[src/rtl/serial_pkg.sv]
// Shared types and line-level constants for the serial frame receiver.
// Honours SERIAL_RX_PARITY_EN: adds the PARITY state when defined.
package serial_pkg;

    typedef enum logic [1:0] {
        ST_IDLE   = 2'd0,
        ST_DATA   = 2'd1,
`ifdef SERIAL_RX_PARITY_EN
        ST_PARITY = 2'd2,
`endif
        ST_STOP   = 2'd3
    } rx_state_t;

    localparam logic START_BIT  = 1'b0;
    localparam logic STOP_BIT   = 1'b1;
    localparam logic IDLE_LEVEL = 1'b1;

endpackage

[src/rtl/rx_bit_counter.sv]
// Strobed, clearable data-bit counter; tc marks the strobe that brings
// the count up to N, so the FSM can leave DATA on the Nth bit itself.
module rx_bit_counter #(
    parameter int N = 4
) (
    input  logic clk,
    input  logic reset,
    input  logic en,
    input  logic clr,
    output logic tc
);

    localparam int CW = $clog2(N + 1);

    logic [CW-1:0] count;

    always_ff @(posedge clk or posedge reset) begin
        if (reset)
            count <= '0;
        else if (clr)
            count <= '0;
        else if (en)
            count <= count + CW'(1);
    end

    assign tc = en && (count == CW'(N - 1));

endmodule

[src/rtl/serial_frame_rx.sv]
// LSB-first serial frame receiver with valid/ready output and sticky overrun.
// Build option SERIAL_RX_PARITY_EN adds an even-parity bit before the stop bit.
module serial_frame_rx #(
    parameter int N = 4
) (
    input  logic         clk,
    input  logic         reset,
    input  logic         bit_en,
    input  logic         si,
    input  logic         ready,
    input  logic         clr_overrun,
    output logic [N-1:0] data_out,
    output logic         valid,
    output logic         frame_err,
    output logic         parity_err,
    output logic         overrun
);

    import serial_pkg::*;

    rx_state_t    state, state_nxt;
    logic [N-1:0] shreg;
    logic         par_bad;
    logic         cnt_clr, cnt_en, cnt_last;
    logic         stop_smp, good_frame, frame_bad;

    rx_bit_counter #(.N(N)) u_cnt (
        .clk   (clk),
        .reset (reset),
        .en    (cnt_en),
        .clr   (cnt_clr),
        .tc    (cnt_last)
    );

    always_ff @(posedge clk or posedge reset) begin
        if (reset)
            state <= ST_IDLE;
        else
            state <= state_nxt;
    end

    always_comb begin
        state_nxt = state;
        cnt_clr   = 1'b0;
        cnt_en    = 1'b0;
        if (bit_en) begin
            case (state)
                ST_IDLE: begin
                    if (si == START_BIT) begin
                        state_nxt = ST_DATA;
                        cnt_clr   = 1'b1;
                    end
                end
                ST_DATA: begin
                    cnt_en = 1'b1;
                    if (cnt_last) begin
`ifdef SERIAL_RX_PARITY_EN
                        state_nxt = ST_PARITY;
`else
                        state_nxt = ST_STOP;
`endif
                    end
                end
`ifdef SERIAL_RX_PARITY_EN
                ST_PARITY: state_nxt = ST_STOP;
`endif
                ST_STOP: state_nxt = ST_IDLE;
                default: state_nxt = ST_IDLE;
            endcase
        end
    end

    // Data arrives LSB first, so shifting in at the MSB leaves bit 0 = first bit.
    always_ff @(posedge clk or posedge reset) begin
        if (reset)
            shreg <= '0;
        else if (bit_en && state == ST_DATA)
            shreg <= {si, shreg[N-1:1]};
    end

`ifdef SERIAL_RX_PARITY_EN
    logic parity_bad;

    always_ff @(posedge clk or posedge reset) begin
        if (reset)
            par_bad <= 1'b0;
        else if (bit_en && state == ST_IDLE && si == START_BIT)
            par_bad <= 1'b0;
        else if (bit_en && state == ST_PARITY)
            par_bad <= (^shreg) ^ si;
    end

    assign parity_bad = stop_smp && si == STOP_BIT && par_bad;

    always_ff @(posedge clk or posedge reset) begin
        if (reset)
            parity_err <= 1'b0;
        else
            parity_err <= parity_bad;
    end
`else
    assign par_bad    = 1'b0;
    assign parity_err = 1'b0;
`endif

    assign stop_smp   = bit_en && state == ST_STOP;
    assign good_frame = stop_smp && si == STOP_BIT && !par_bad;
    assign frame_bad  = stop_smp && si != STOP_BIT;

    // A completing frame may replace the held word only if it is being accepted now.
    always_ff @(posedge clk or posedge reset) begin
        if (reset) begin
            data_out  <= '0;
            valid     <= 1'b0;
            frame_err <= 1'b0;
            overrun   <= 1'b0;
        end else begin
            frame_err <= frame_bad;
            if (good_frame && (!valid || ready)) begin
                data_out <= shreg;
                valid    <= 1'b1;
            end else if (valid && ready) begin
                valid <= 1'b0;
            end
            if (good_frame && valid && !ready)
                overrun <= 1'b1;
            else if (clr_overrun)
                overrun <= 1'b0;
        end
    end

endmodule

[config.mk]
export PLATFORM = sky130hd
export DESIGN_NAME = serial_frame_rx
export DESIGN_NICKNAME = d
export VERILOG_FILES = /design/src/rtl/serial_pkg.sv /design/src/rtl/rx_bit_counter.sv /design/src/rtl/serial_frame_rx.sv
export SDC_FILE = /design/constraint.sdc
export NUM_CORES = 1
export LEC_CHECK = 0
export BUFFER_PORTS_ARGS = -buffer_cell sky130_fd_sc_hd__buf_2
export CORE_MARGIN = 2
export CORE_UTILIZATION = 36
export CTS_CLUSTER_DIAMETER = 40
export CTS_CLUSTER_SIZE = 28
export DETAILED_ROUTE_END_ITERATION = 10
export PLACE_DENSITY_LB_ADDON = 0.2
export SLEW_MARGIN = 20
export SYNTH_ARGS = -nofsm -noshare
export SYNTH_HDL_FRONTEND = slang
export SYNTH_HIERARCHICAL = 1
export SYNTH_SLANG_ARGS = --single-unit
export TNS_END_PERCENT = 20
[constraint.sdc]
create_clock -name clk -period 1.6 [get_ports clk]
set_input_delay 0.08 -clock clk [delete_from_list [all_inputs] [get_ports clk]]
set_output_delay 0.08 -clock clk [all_outputs]
set_load 0.01 [all_outputs]
# Word-level counts from Yosys, hierarchy flattened
# Cells that the tools add are included.
# W data, S select, Z words.
dict set report totals {
  reg_bits 16
  latch_bits 0
  mem_bits_rw 0
  rom_bits 0
  output_inout_bits 8
  word_cells 45
  memories 0
}
dict set report op_classes {
  add_sub_neg 1
  n_mul 0
  n_div 0
  magnitude_cmp 0
  eq_ne 5
  shift 0
  mux 14
  bitwise_logic 1
  n_reduce_logical 17
}
# operator n
set ops {}
lappend ops {{$logic_and A1 B1 Y1} 9}
lappend ops {{$mux W1} 9}
lappend ops {{$mux W3} 2}
lappend ops {{$reduce_bool A2 Y1} 3}
lappend ops {{$mux W2} 2}
lappend ops {{$ne A2 B2 Y1 const B} 2}
lappend ops {{$pmux W2 S2} 1}
lappend ops {{$add A3 B1 Y3 const B} 1}
lappend ops {{$eq A3 B2 Y1 const B} 1}
lappend ops {{$reduce_and A3 Y1} 1}
lappend ops {{$eq A2 B1 Y1 const B} 1}
lappend ops {{$eq A2 B2 Y1 const B} 1}
lappend ops {{$logic_not A1 Y1} 2}
lappend ops {{$logic_not A2 Y1} 1}
lappend ops {{$logic_or A1 B1 Y1} 1}
lappend ops {{$not A1 Y1} 1}

# Logic depth before layout (Yosys ltp)
dict set report depth {
  word_depth 6
  mapped_depth 5
  depth_no_buf 5
}

# By module
# The synthesis kept the hierarchy.
# mod instances cells_each area_each_um2
set by_module_without_submodules {}
lappend by_module_without_submodules {serial_frame_rx 1 39 545.5}
lappend by_module_without_submodules {rx_bit_counter 1 14 152.6}

# Worst setup path after synthesis
# Ideal clock, no wire load.
dict set report synth_timing {
  kind {reg2reg}
  from {register state[1]}
  to {register data_out[0]}
  setup_ps 125
  arrival_time_ps 1113
  required_time_ps 1475
  path_slack_ps 362
  path_stages_with_launch 4
  path_buffers 0
  period_less_slack_ps 1238
  cell_sequence {dfrtp_1 nand4_4 nor2b_4 mux2_2}
}
dict set report synth_via {
  elab_chain_len 4
}
# element line
set synth_lines {}
lappend synth_lines {{from (decl)} serial_frame_rx.sv:21} ;# rx_state_t state, state_nxt;
lappend synth_lines {{from (signal assigned)} serial_frame_rx.sv:39} ;# state <= state_nxt;
lappend synth_lines {{$eq A2 B2 Y1} serial_frame_rx.sv:106} ;# assign stop_smp = bit_en && state == ST_STOP;
lappend synth_lines {{$logic_and A1 B1 Y1} serial_frame_rx.sv:106}
lappend synth_lines {{$logic_and A1 B1 Y1} serial_frame_rx.sv:107} ;# assign good_frame = stop_smp && si == STOP_BIT && !par_bad;
lappend synth_lines {{$logic_and A1 B1 Y1} serial_frame_rx.sv:119} ;# if (good_frame && (!valid || ready)) begin
lappend synth_lines {{to (signal assigned)} serial_frame_rx.sv:120} ;# data_out <= shreg;
lappend synth_lines {{to (decl)} serial_frame_rx.sv:12} ;# output logic [N-1:0] data_out,
# No other way between the ends.
# A chain may end at the register's enable or synchronous reset.

# Final worst setup path
dict set report layout_timing {
  from {register state[1]}
  to {register data_out[2]}
}
# The elaborated chain is that of the path after synthesis.

==> metrics.md <==
| Metric | Value |
|---|---|
| Max-slew headroom | 0.6667 |
| Crit Path Max Fanout | 6 |
| Max stage delay on crit path | 0.53 ns |
| Worst r2r path cells | 3 |
| Post-synthesis average cell area | 13.17 µm² |
| Maximum clock frequency | 748.0 MHz |
| Pwr dens | 1494 nW/µm² |
| Area delta synth->final | 21.15% |
| HP Class | in -> reg |
| Unrepaired setup endpoints after global routing | no |
| Lkg Pwr | 0.4260 nW |
| Setup WS post-layout | 0.2632 ns |
| Clk pin slew, worst setup/hold paths | 0.09 ns |
| Cell chain of the critical path | nand4_4 > nor2b_4 > mux2_2 |
| DP HPWL | 768.7 µm |
| Setup slack, reg-to-reg | 0.26 ns |
| Top-area cell type share of the netlist area | 0.5735 |
| Setup crit start kind | flip-flop |
| Die area | 2308 µm² |
| Post-synth net total | 61 |
| Top-count cell post-synth | dfrtp_1 |
| Starting Density | 0.3916 |
| Worst Max-Slew Pin Slew | 0.4994 ns |
| Via-to-Cell Ratio | 4.521 |
| Fillers | 169 |
| CP top delay family | flip-flops |
| Fin nets | 80 |
| # port buffers | 12 |
| Clk_skew | 0.002502 ns |
| First-pass GRT wire length | 1.614 mm |
| Routed vias | 434 |
| Worst r2r src | state[1]$_DFFE_PP0P_ |
| FF-to-FF End | data_out[2]$_DFFE_PP0P_ |
| Grt ovf | 0 |
| Fin. max-slew vios | 0 |
| CTS root buffer | clkbuf_4 |
| Fin crit period | 1.337 ns |
| Proportion of layout cells with a drive suffix above 1 | 0.4085 |
| Synth cell count leaders | 16 x dfrtp_1, 8 x mux2_2, 5 x inv_1 |
| Maximum Capacitance Violations | 0 |
| GP Congestion | 0.7251 |
| Clk_lat worst skew | 0.27 ns |
| Sequential-to-total area share from yosys stat | 0.5735 |
| Num CTS Buffers | 3 |
| Clock Tree Buf Depth | 2 |
| Crit path DAT | 1.50 ns |
| Placement Rows | 15 |
| CTS sink cnt | 16 |
| Endpoints failing setup | 0 |
| Synth Instances | 53 |
| Hold path depth | 2 |
| FFs w/ async S/R, synth | 1.000 |
| Yosys cell types | 21 |
| Power consumption | 1.264 mW |
| Post-route clock period utilization | 0.8355 |
| Synth area leaders | dfrtp_1 57%, mux2_2 13%, ha_1 3.6%, nand4_4 3.0%, mux2i_1 2.9% |
| WHS Endpoint | frame_err$_DFF_PP0_ |
| Core Util, Final | 0.4744 |
| WP buf/inv | 0 |
| Post-CTS Resized | 0 |
| Maximum vdd drop | 0.6106 mV |
| Largest net degree at the start of global routing | 14 |
| Setup TNS | 0 ns |
| DRT antenna net count | 0 |
| DRC viols | 0 |
| Die X | 48.04 µm |
| HP Start | si |
| CTS tree | built |
| Dpl ws | 0.2755 ns |
| Post-synthesis register bit count | 16 |
| Total Wirelength | 1.023 mm |
| GRT Total Usage | 0.1042 |
| Antenna diode count | 0 |
| Synth warn | 6 |
| Fin. Hold Viols | 0 |
| Outcome | finished clean |
| Slowest CP cell | dfrtp_1 |
| CP required | 1.77 ns |
| Synth Flop Type | dfrtp_1 |
| Wire per inst | 10.66 µm |
| I/O pin count | 14 |
| First-pass detailed-route iteration total | 2 |
| Post-CTS setup buffer count | 0 |
| Initial antenna violation count | 0 |
| CP Class | reg -> reg |
| CP Capture Type | flip-flop |
| Initial DRC Count | 8 |
| CORE AREA | 1783 µm² |
| Die H | 48.04 µm |
| Post-CTS Hold Buffers | 2 |
| Number of global-route vias before repair | 389 |
| Biggest area consumer among synthesized cells | dfrtp_1 |
| EDFF count, synth | 0 |
| Post-Synthesis Cell Area | 698.2 µm² |
| Htree depth | 1 |
==> layout by cell type, fill, tap and decap left out, drive strengths merged, types with 2 or more instances in the layout <==
master | netlist | layout
a21oi | 2 | 2
buf | 1 | 13
clkbuf | 0 | 4
dfrtp | 16 | 16
dlygate4sd3 | 0 | 2
ha | 2 | 2
inv | 5 | 5
mux2 | 8 | 8
mux2i | 2 | 2
nand2 | 2 | 2
nor2 | 4 | 4
==> layout make-up <==
cell class | instances | area, µm² | share of cell area
clock buffers | 4 | 36.28 | 0.04290
inverters | 5 | 18.77 | 0.02219
multi-input cells | 31 | 271.5 | 0.3210
flip-flops and latches | 16 | 400.4 | 0.4734
well taps | 25 | 31.28 | 0.03698
repair buffers | 15 | 87.58 | 0.1036
==> per-layer routing <==
metal	up-vias	GRT usage	part of all wire
met5	-	0	0
met4	0	0.06486	0.0098
met3	2	0.03396	0.042
met2	11	0.1627	0.45
met1	208	0.1233	0.49
li1	213	-	-
==> power breakdown <==
group	switching (mW)	total, mW	internal [mW]	leakage [nW]
Clock	0.118	0.256	0.138	0.0210
Combinational	0.159	0.361	0.202	0.205
Sequential	0.0955	0.647	0.551	0.200
==> sequential cells by signal, indices dropped and copies added (netlist names) <==
register / count
overrun: 1
u_cnt/count: 3
valid: 1
state: 2
data_out: 4
shreg: 4
frame_err: 1
==> cell families after synthesis <==
family | share of synthesized area
DFF | 0.5735
xor gates and xnor gates | 0.01255
AOI/OAI and AO/OA | 0.03406
and+or+nand+nor | 0.1434
buffers and inverters | 0.03764
muxes | 0.1577
other | 0.005371
adders and majority gates | 0.03584
==> worst reg2reg max path, cell delays in order, from the launching register on <==
cell and delay, ns:
dfrtp_1 0.53, nand4_4 0.17, nor2b_4 0.19, mux2_2 0.35
==> metrics by stage <==
stage / std cells / hold slack, ns / area, µm²
after floorplan: 53 / -0.1664 / 698.2
after global placement: 90 / -0.04109 / 789.5
after detailed placement: 90 / -0.03359 / 789.5
after CTS: 96 / 0.03785 / 845.8
after global routing: 96 / 0.03013 / 845.8
final: 96 / 0.04975 / 845.8
==> worst max-delay path by stage <==
| stage | from | endpoint | slack (ns) | depth (start not counted) |
|---|---|---|---|---|
| after global placement | state[1]$_DFFE_PP0P_ | data_out[2]$_DFFE_PP0P_ | 0.27 | 3 |
| after CTS | state[1]$_DFFE_PP0P_ | data_out[2]$_DFFE_PP0P_ | 0.25 | 3 |
| final | state[1]$_DFFE_PP0P_ | data_out[2]$_DFFE_PP0P_ | 0.26 | 3 |
| after global routing | state[1]$_DFFE_PP0P_ | data_out[1]$_DFFE_PP0P_ | 0.18 | 3 |
| after detailed placement | state[1]$_DFFE_PP0P_ | data_out[2]$_DFFE_PP0P_ | 0.28 | 3 |
| after floorplan | state[1]$_DFFE_PP0P_ | data_out[0]$_DFFE_PP0P_ | 0.36 | 3 |
Power figures use the tool's default switching activity.
